[src/rtl/fare_vending_fsm.sv]
// ---------------------------------------------------------------------------
// fare_vending_fsm
//
// Ticket machine controller. Bill strobes from the validator build up credit
// toward a configurable fare. Reaching the fare issues a ticket. Cancel, an
// inactivity timeout, or (in the default build) an overpayment returns the
// escrowed bills and reports the refund amount.
//
// Build option: define FARE_CHANGE_EN to build change-making. An overpayment
// then dispenses a ticket and follows it with a one-cycle change pulse that
// carries the change amount. Without the macro, the CHANGE state is not built
// and change_o / changeAmt_o are tied to zero.
//
// Parameters
//   PRICE     fare in dollars (>= 5)
//   CREDIT_W  width of the credit/amount buses (PRICE+19 < 2**CREDIT_W)
//   TIMEOUT   idle cycles in CREDIT before an automatic refund (0 = off)
//
// Ports
//   clock_i      rising-edge clock
//   clear_i      synchronous active-high reset
//   five_i       $5 bill strobe
//   ten_i        $10 bill strobe
//   twenty_i     $20 bill strobe
//   cancel_i     customer abort, refunds all credit
//   ready_o      bills are being accepted (READY or CREDIT)
//   bill_o       transaction in progress (CREDIT)
//   dispense_o   one-cycle pulse, issue one ticket
//   return_o     one-cycle pulse, return escrowed bills
//   change_o     one-cycle pulse, pay out change
//   credit_o     accumulated credit
//   refundAmt_o  amount being returned while return_o=1, else 0
//   changeAmt_o  change being paid while change_o=1, else 0
// ---------------------------------------------------------------------------
module fare_vending_fsm #(
    parameter int PRICE    = 40,
    parameter int CREDIT_W = 8,
    parameter int TIMEOUT  = 1000
) (
    input  logic                clock_i,
    input  logic                clear_i,
    input  logic                five_i,
    input  logic                ten_i,
    input  logic                twenty_i,
    input  logic                cancel_i,
    output logic                ready_o,
    output logic                bill_o,
    output logic                dispense_o,
    output logic                return_o,
    output logic                change_o,
    output logic [CREDIT_W-1:0] credit_o,
    output logic [CREDIT_W-1:0] refundAmt_o,
    output logic [CREDIT_W-1:0] changeAmt_o
);

    // The timer only has to reach TIMEOUT-1, because the edge that sees
    // TIMEOUT-1 is the TIMEOUT-th idle edge after the last accepted bill.
    localparam int TW = (TIMEOUT > 1) ? $clog2(TIMEOUT) : 1;
    localparam logic [TW-1:0] TLIMIT = TW'((TIMEOUT > 0) ? TIMEOUT - 1 : 0);
    localparam logic [CREDIT_W-1:0] PRICE_C = CREDIT_W'(PRICE);

    typedef enum logic [2:0] {
        ST_READY,
        ST_CREDIT,
        ST_DISPENSE,
        ST_RETURN
`ifdef FARE_CHANGE_EN
        , ST_CHANGE
`endif
    } state_t;

    state_t              state_q;
    logic [CREDIT_W-1:0] credit_q;
    logic [CREDIT_W-1:0] refundAmt_q;
    logic [TW-1:0]       timer_q;
`ifdef FARE_CHANGE_EN
    logic [CREDIT_W-1:0] changeOwed_q;
    logic [CREDIT_W-1:0] changeAmt_q;
`endif

    logic [CREDIT_W-1:0] billAmt;
    logic                billValid;
    logic [CREDIT_W-1:0] newCredit;
    logic                timeoutHit;

    // Bill decode. Only one bill is credited per cycle, with priority
    // Ten > Twenty > Five. The other strobes in that cycle are dropped.
    always_comb begin
        billAmt = '0;
        if (ten_i) begin
            billAmt = CREDIT_W'(10);
        end else if (twenty_i) begin
            billAmt = CREDIT_W'(20);
        end else if (five_i) begin
            billAmt = CREDIT_W'(5);
        end
    end

    assign billValid  = five_i | ten_i | twenty_i;
    assign newCredit  = credit_q + billAmt;
    assign timeoutHit = (TIMEOUT != 0) && (timer_q == TLIMIT);

    // Main controller. Credit holds the amount paid through the DISPENSE or
    // RETURN cycle and is cleared on the way back to READY. The refund and
    // change amounts are loaded only on entry to their pulse state, so each
    // amount output is already zero outside its pulse.
    always_ff @(posedge clock_i) begin
        if (clear_i) begin
            state_q      <= ST_READY;
            credit_q     <= '0;
            refundAmt_q  <= '0;
            timer_q      <= '0;
`ifdef FARE_CHANGE_EN
            changeOwed_q <= '0;
            changeAmt_q  <= '0;
`endif
        end else begin
            case (state_q)
                ST_READY, ST_CREDIT: begin
                    if (state_q == ST_CREDIT && cancel_i) begin
                        state_q     <= ST_RETURN;
                        refundAmt_q <= credit_q;
                    end else if (billValid) begin
                        timer_q  <= '0;
                        credit_q <= newCredit;
                        if (newCredit < PRICE_C) begin
                            state_q <= ST_CREDIT;
                        end else if (newCredit == PRICE_C) begin
                            state_q <= ST_DISPENSE;
                        end else begin
`ifdef FARE_CHANGE_EN
                            state_q      <= ST_DISPENSE;
                            changeOwed_q <= newCredit - PRICE_C;
`else
                            state_q     <= ST_RETURN;
                            refundAmt_q <= newCredit;
`endif
                        end
                    end else if (state_q == ST_CREDIT && timeoutHit) begin
                        state_q     <= ST_RETURN;
                        refundAmt_q <= credit_q;
                    end else if (state_q == ST_CREDIT && TIMEOUT != 0) begin
                        timer_q <= timer_q + 1'b1;
                    end
                end
                ST_DISPENSE: begin
                    credit_q <= '0;
`ifdef FARE_CHANGE_EN
                    if (changeOwed_q != '0) begin
                        state_q      <= ST_CHANGE;
                        changeAmt_q  <= changeOwed_q;
                        changeOwed_q <= '0;
                    end else begin
                        state_q <= ST_READY;
                    end
`else
                    state_q <= ST_READY;
`endif
                end
                ST_RETURN: begin
                    state_q     <= ST_READY;
                    credit_q    <= '0;
                    refundAmt_q <= '0;
                    timer_q     <= '0;
                end
`ifdef FARE_CHANGE_EN
                ST_CHANGE: begin
                    state_q     <= ST_READY;
                    changeAmt_q <= '0;
                end
`endif
                default: begin
                    state_q <= ST_READY;
                end
            endcase
        end
    end

    assign ready_o     = (state_q == ST_READY) || (state_q == ST_CREDIT);
    assign bill_o      = (state_q == ST_CREDIT);
    assign dispense_o  = (state_q == ST_DISPENSE);
    assign return_o    = (state_q == ST_RETURN);
    assign credit_o    = credit_q;
    assign refundAmt_o = refundAmt_q;
`ifdef FARE_CHANGE_EN
    assign change_o    = (state_q == ST_CHANGE);
    assign changeAmt_o = changeAmt_q;
`else
    assign change_o    = 1'b0;
    assign changeAmt_o = '0;
`endif

endmodule

[config.mk]
export PLATFORM = sky130hd
export DESIGN_NAME = fare_vending_fsm
export DESIGN_NICKNAME = d
export VERILOG_FILES = /design/src/rtl/fare_vending_fsm.sv
export SDC_FILE = /design/constraint.sdc
export NUM_CORES = 1
export LEC_CHECK = 0
export CORE_MARGIN = 1.5
export CORE_UTILIZATION = 47
export DETAILED_ROUTE_END_ITERATION = 8
export PLACE_DENSITY = 0.88
export SETUP_SLACK_MARGIN = 0.05
export SLEW_MARGIN = 5
export SYNTH_ARGS = -nofsm -noshare
export SYNTH_HDL_FRONTEND = slang
export SYNTH_SLANG_ARGS = --single-unit
[constraint.sdc]
create_clock -name clock_i -period 2.8 [get_ports clock_i]
set_input_delay 0.56 -clock clock_i [delete_from_list [all_inputs] [get_ports clock_i]]
set_output_delay 0.56 -clock clock_i [all_outputs]
set_load 0.02 [all_outputs]
==> results of run 1 <==
[cell families (layout without fill, tap and decap cells)]
kind of cell | Yosys count | count (layout) | share of synthesized area [%]
DFF | 28 | 28 | 30.7
buffers and inverters | 18 | 61 | 5.76
muxes | 13 | 13 | 7.68
xor gates and xnor gates | 13 | 13 | 6.24
and+or+nand+nor | 90 | 90 | 25.5
adders and majority gates | 7 | 7 | 5.21
AOI/OAI and AO/OA | 42 | 42 | 18.7
other | 1 | 9 | 0.206
[worst max-delay path, stage by stage]
cell           delay [ps]
dlygate4sd2_1         250
buf_4                 160
buf_4                 140
fa_2                  410
a21oi_2               180
o21bai_1              110
xor2_1                250
o211ai_2              140
a32oi_4               300
buf_6                 180
mux2i_1               190
[per-stage QoR]
step	area, um2	power, mW	setup WS, ps	util (%)	cells
2_1_floorplan	1860	0.845	84.9	-	220
3_3_place_gp	2260	1.03	-280	61.3	303
3_5_place_dp	2260	1.04	-465	61.3	303
4_1_cts	2370	1.29	132	64.2	310
5_1_grt	2430	1.39	7.56	65.8	311
6_report	2430	1.32	115	65.8	311
[how the worst min path moves through the flow]
| stage | start | to | cells after the start |
|---|---|---|---|
| 5_1_grt | refundAmt_o[3]$_SDFFE_PP0P_ | refundAmt_o[3]$_SDFFE_PP0P_ | 2 |
| 6_report | refundAmt_o[1]$_SDFFE_PP0P_ | refundAmt_o[1]$_SDFFE_PP0P_ | 2 |
| 3_3_place_gp | refundAmt_o[2]$_SDFFE_PP0P_ | refundAmt_o[2]$_SDFFE_PP0P_ | 2 |
| 2_1_floorplan | timer_q[9]$_SDFFE_PP0P_ | timer_q[9]$_SDFFE_PP0P_ | 2 |
| 3_5_place_dp | refundAmt_o[3]$_SDFFE_PP0P_ | refundAmt_o[3]$_SDFFE_PP0P_ | 2 |
| 4_1_cts | refundAmt_o[1]$_SDFFE_PP0P_ | refundAmt_o[1]$_SDFFE_PP0P_ | 2 |
[Yosys cell counts, types with 3 or more instances]
cell type and number:
nor2_1 32, mux2_2 4, nor3_1 5, xor2_1 6, and2_1 3, nor2b_1 3, ha_1 6, dfxtp_1 28
buf_2 3, a22oi_1 5, buf_4 9, inv_1 4, nand2b_1 8, mux2i_1 8, xnor2_1 7, nand2_1 16
nand3_1 9, a211oi_1 3, a21oi_1 6, o21ai_0 8
[state kept, by name, indices dropped and copies added, names as in the netlist]
name / flops
timer_q: 10
refundAmt_o: 8
credit_o: 8
state_q: 2
[repair_timing]
item,4_1_cts,5_1_grt
gates resized for setup,14,8
buffers inserted,4,1
setup endpoints to repair,9,9
hold endpoints to repair,0,0
pin swaps,7,6
[area by class of cell]
type                            instances  area (um2)
Clock buffer                            3        41.3
Fill cell                             298        1260
Inverter                                4        15.0
Multi-Input combinational cell        174        1280
Sequential cell                        28         561
Tap cell                               48        60.1
Timing Repair Buffer                   54         472
[report_power, final]
part	internal, mW	switching [mW]	total [mW]	leakage, nW
registers	0.438	0.0493	0.487	0.228
clock network	0.0967	0.122	0.219	0.0216
logic	0.299	0.317	0.615	0.682
[metal layers]
metal	vias up	global-route usage, %	part of all wire [%]
met5	-	0	0
met4	0	8.59	2.0
met3	8	3.25	5.4
met2	63	33.8	47
met1	785	29.7	46
li1	831	-	-
==> results.cfg, run 1 <==
[status]
status = completed

[pwr]
p_leak_nw = 0.931
p_per_area_nw_per_um2 = 545
vdd_ir_drop_max_v = 0.000264

[floorplan]
fp.dieH_um = 65.3
dieWidth_um = 65.3
rows = 22
core_area_um2 = 3690
io_pins = 35
initial_core_util_pct = 49.5
dieArea_um2 = 4260

[setup_path]
startpoint = ten_i
end_kind = flip-flop
r2r-start = credit_o[0]$_SDFFE_PP0P_
reg2reg_to = refundAmt_o[6]$_SDFFE_PP0P_
r2r_cells = 9
startpoint_type = input pin
path_class = input pin to flip-flop
crit_required_ps = 3000
worstPathArrival_ps = 2890
crit_path_end = refundAmt_o[6]$_SDFFE_PP0P_
path_max_fanout = 7
r2r_slack_ps = 420

[sta]
setup_tns_ps = 0
rsz0062_at_grt = no
drv_slew = 0
hold_viol = 0
min_period_ps = 2680
setup_viol_count_final = 0
max_freq_mhz = 372
relSlewSlack_pct = 52.0
fin_skew_ps = 6.70
finalCritPeriodShare_pct = 95.9
whs_ps = 477
tightest_slew_ps = 718

[synth]
yosys_warnings = 0
synthFlopType = dfxtp_1
synth_top_cell_by_area = dfxtp_1
yosys-top-cells-area = dfxtp_1 31%, nor2_1 6.6%, mux2i_1 4.4%, ha_1 4.1%, buf_4 3.7%
synthCells = 212
synthArstFlopShare_pct = 0
yosysUniqueCellTypes = 53
yosysSeqAreaShare_pct = 30.7
synth_top_area_share_pct = 30.7
synth_edf_count = 0
ys_ff_latch = 28
syn_area_per_cell_um2 = 8.60
netlist_area_um2 = 1820

[placed_design]
io_buffers = 25
dp_hpwl_um = 3190
place_congestion = 0.876

[clock_tree]
root_buffer = clkbuf_8
cts_max_path_buffers = 2
ctsHoldBuffers = 0
clkSinkCount = 28
numCtsBuffers = 3
htreeDepth = 1
clk_pin_slew_worst_paths_ps = 90
clk_latency_ps = 280
cts_tree = done

[worst_hold_path]
hp-class = flip-flop to flip-flop

[layout]
layout_common_cells = 31 x nor2_1, 28 x dfxtp_1, 27 x buf_4, 22 x clkdlybuf4s50_1, 16 x nand2_1
syn_to_final_growth_pct = 33.0
nets = 278
final_common_cell = nor2_1
drive_gt1_share_pct = 24.3
diodes = 0

[route]
avgRoutedWirePerCell_um = 14.1
drc = 0
num_vias = 1687
wl_um = 4390
drt-pass1-iter-count = 4
routed_via_density = 5.42
postRouteAntennaNets = 0
drt-initial-drc-count = 108

[global_route]
antenna_found_initial = 0
grt_use_total_pct = 21.5
grt_pass1_vias = 1575
grt_pass1_wl_um = 7220
grt_max_degree = 19
grt_overflow = 0

[job]
drv_cap = 0
No activity file was read; power rests on OpenSTA's default activity.
==> run 2: changes to the inputs <==
--- a/config.mk
+++ b/config.mk
@@ -5,6 +5,7 @@
 export SDC_FILE = /design/constraint.sdc
 export NUM_CORES = 1
 export LEC_CHECK = 0
+export ABC_CLOCK_PERIOD_IN_PS = 2800
 export CORE_MARGIN = 1.5
 export CORE_UTILIZATION = 47
 export DETAILED_ROUTE_END_ITERATION = 8
==> results of run 2 <==
Final layout, timing and power as in run 1 (identical DEF).
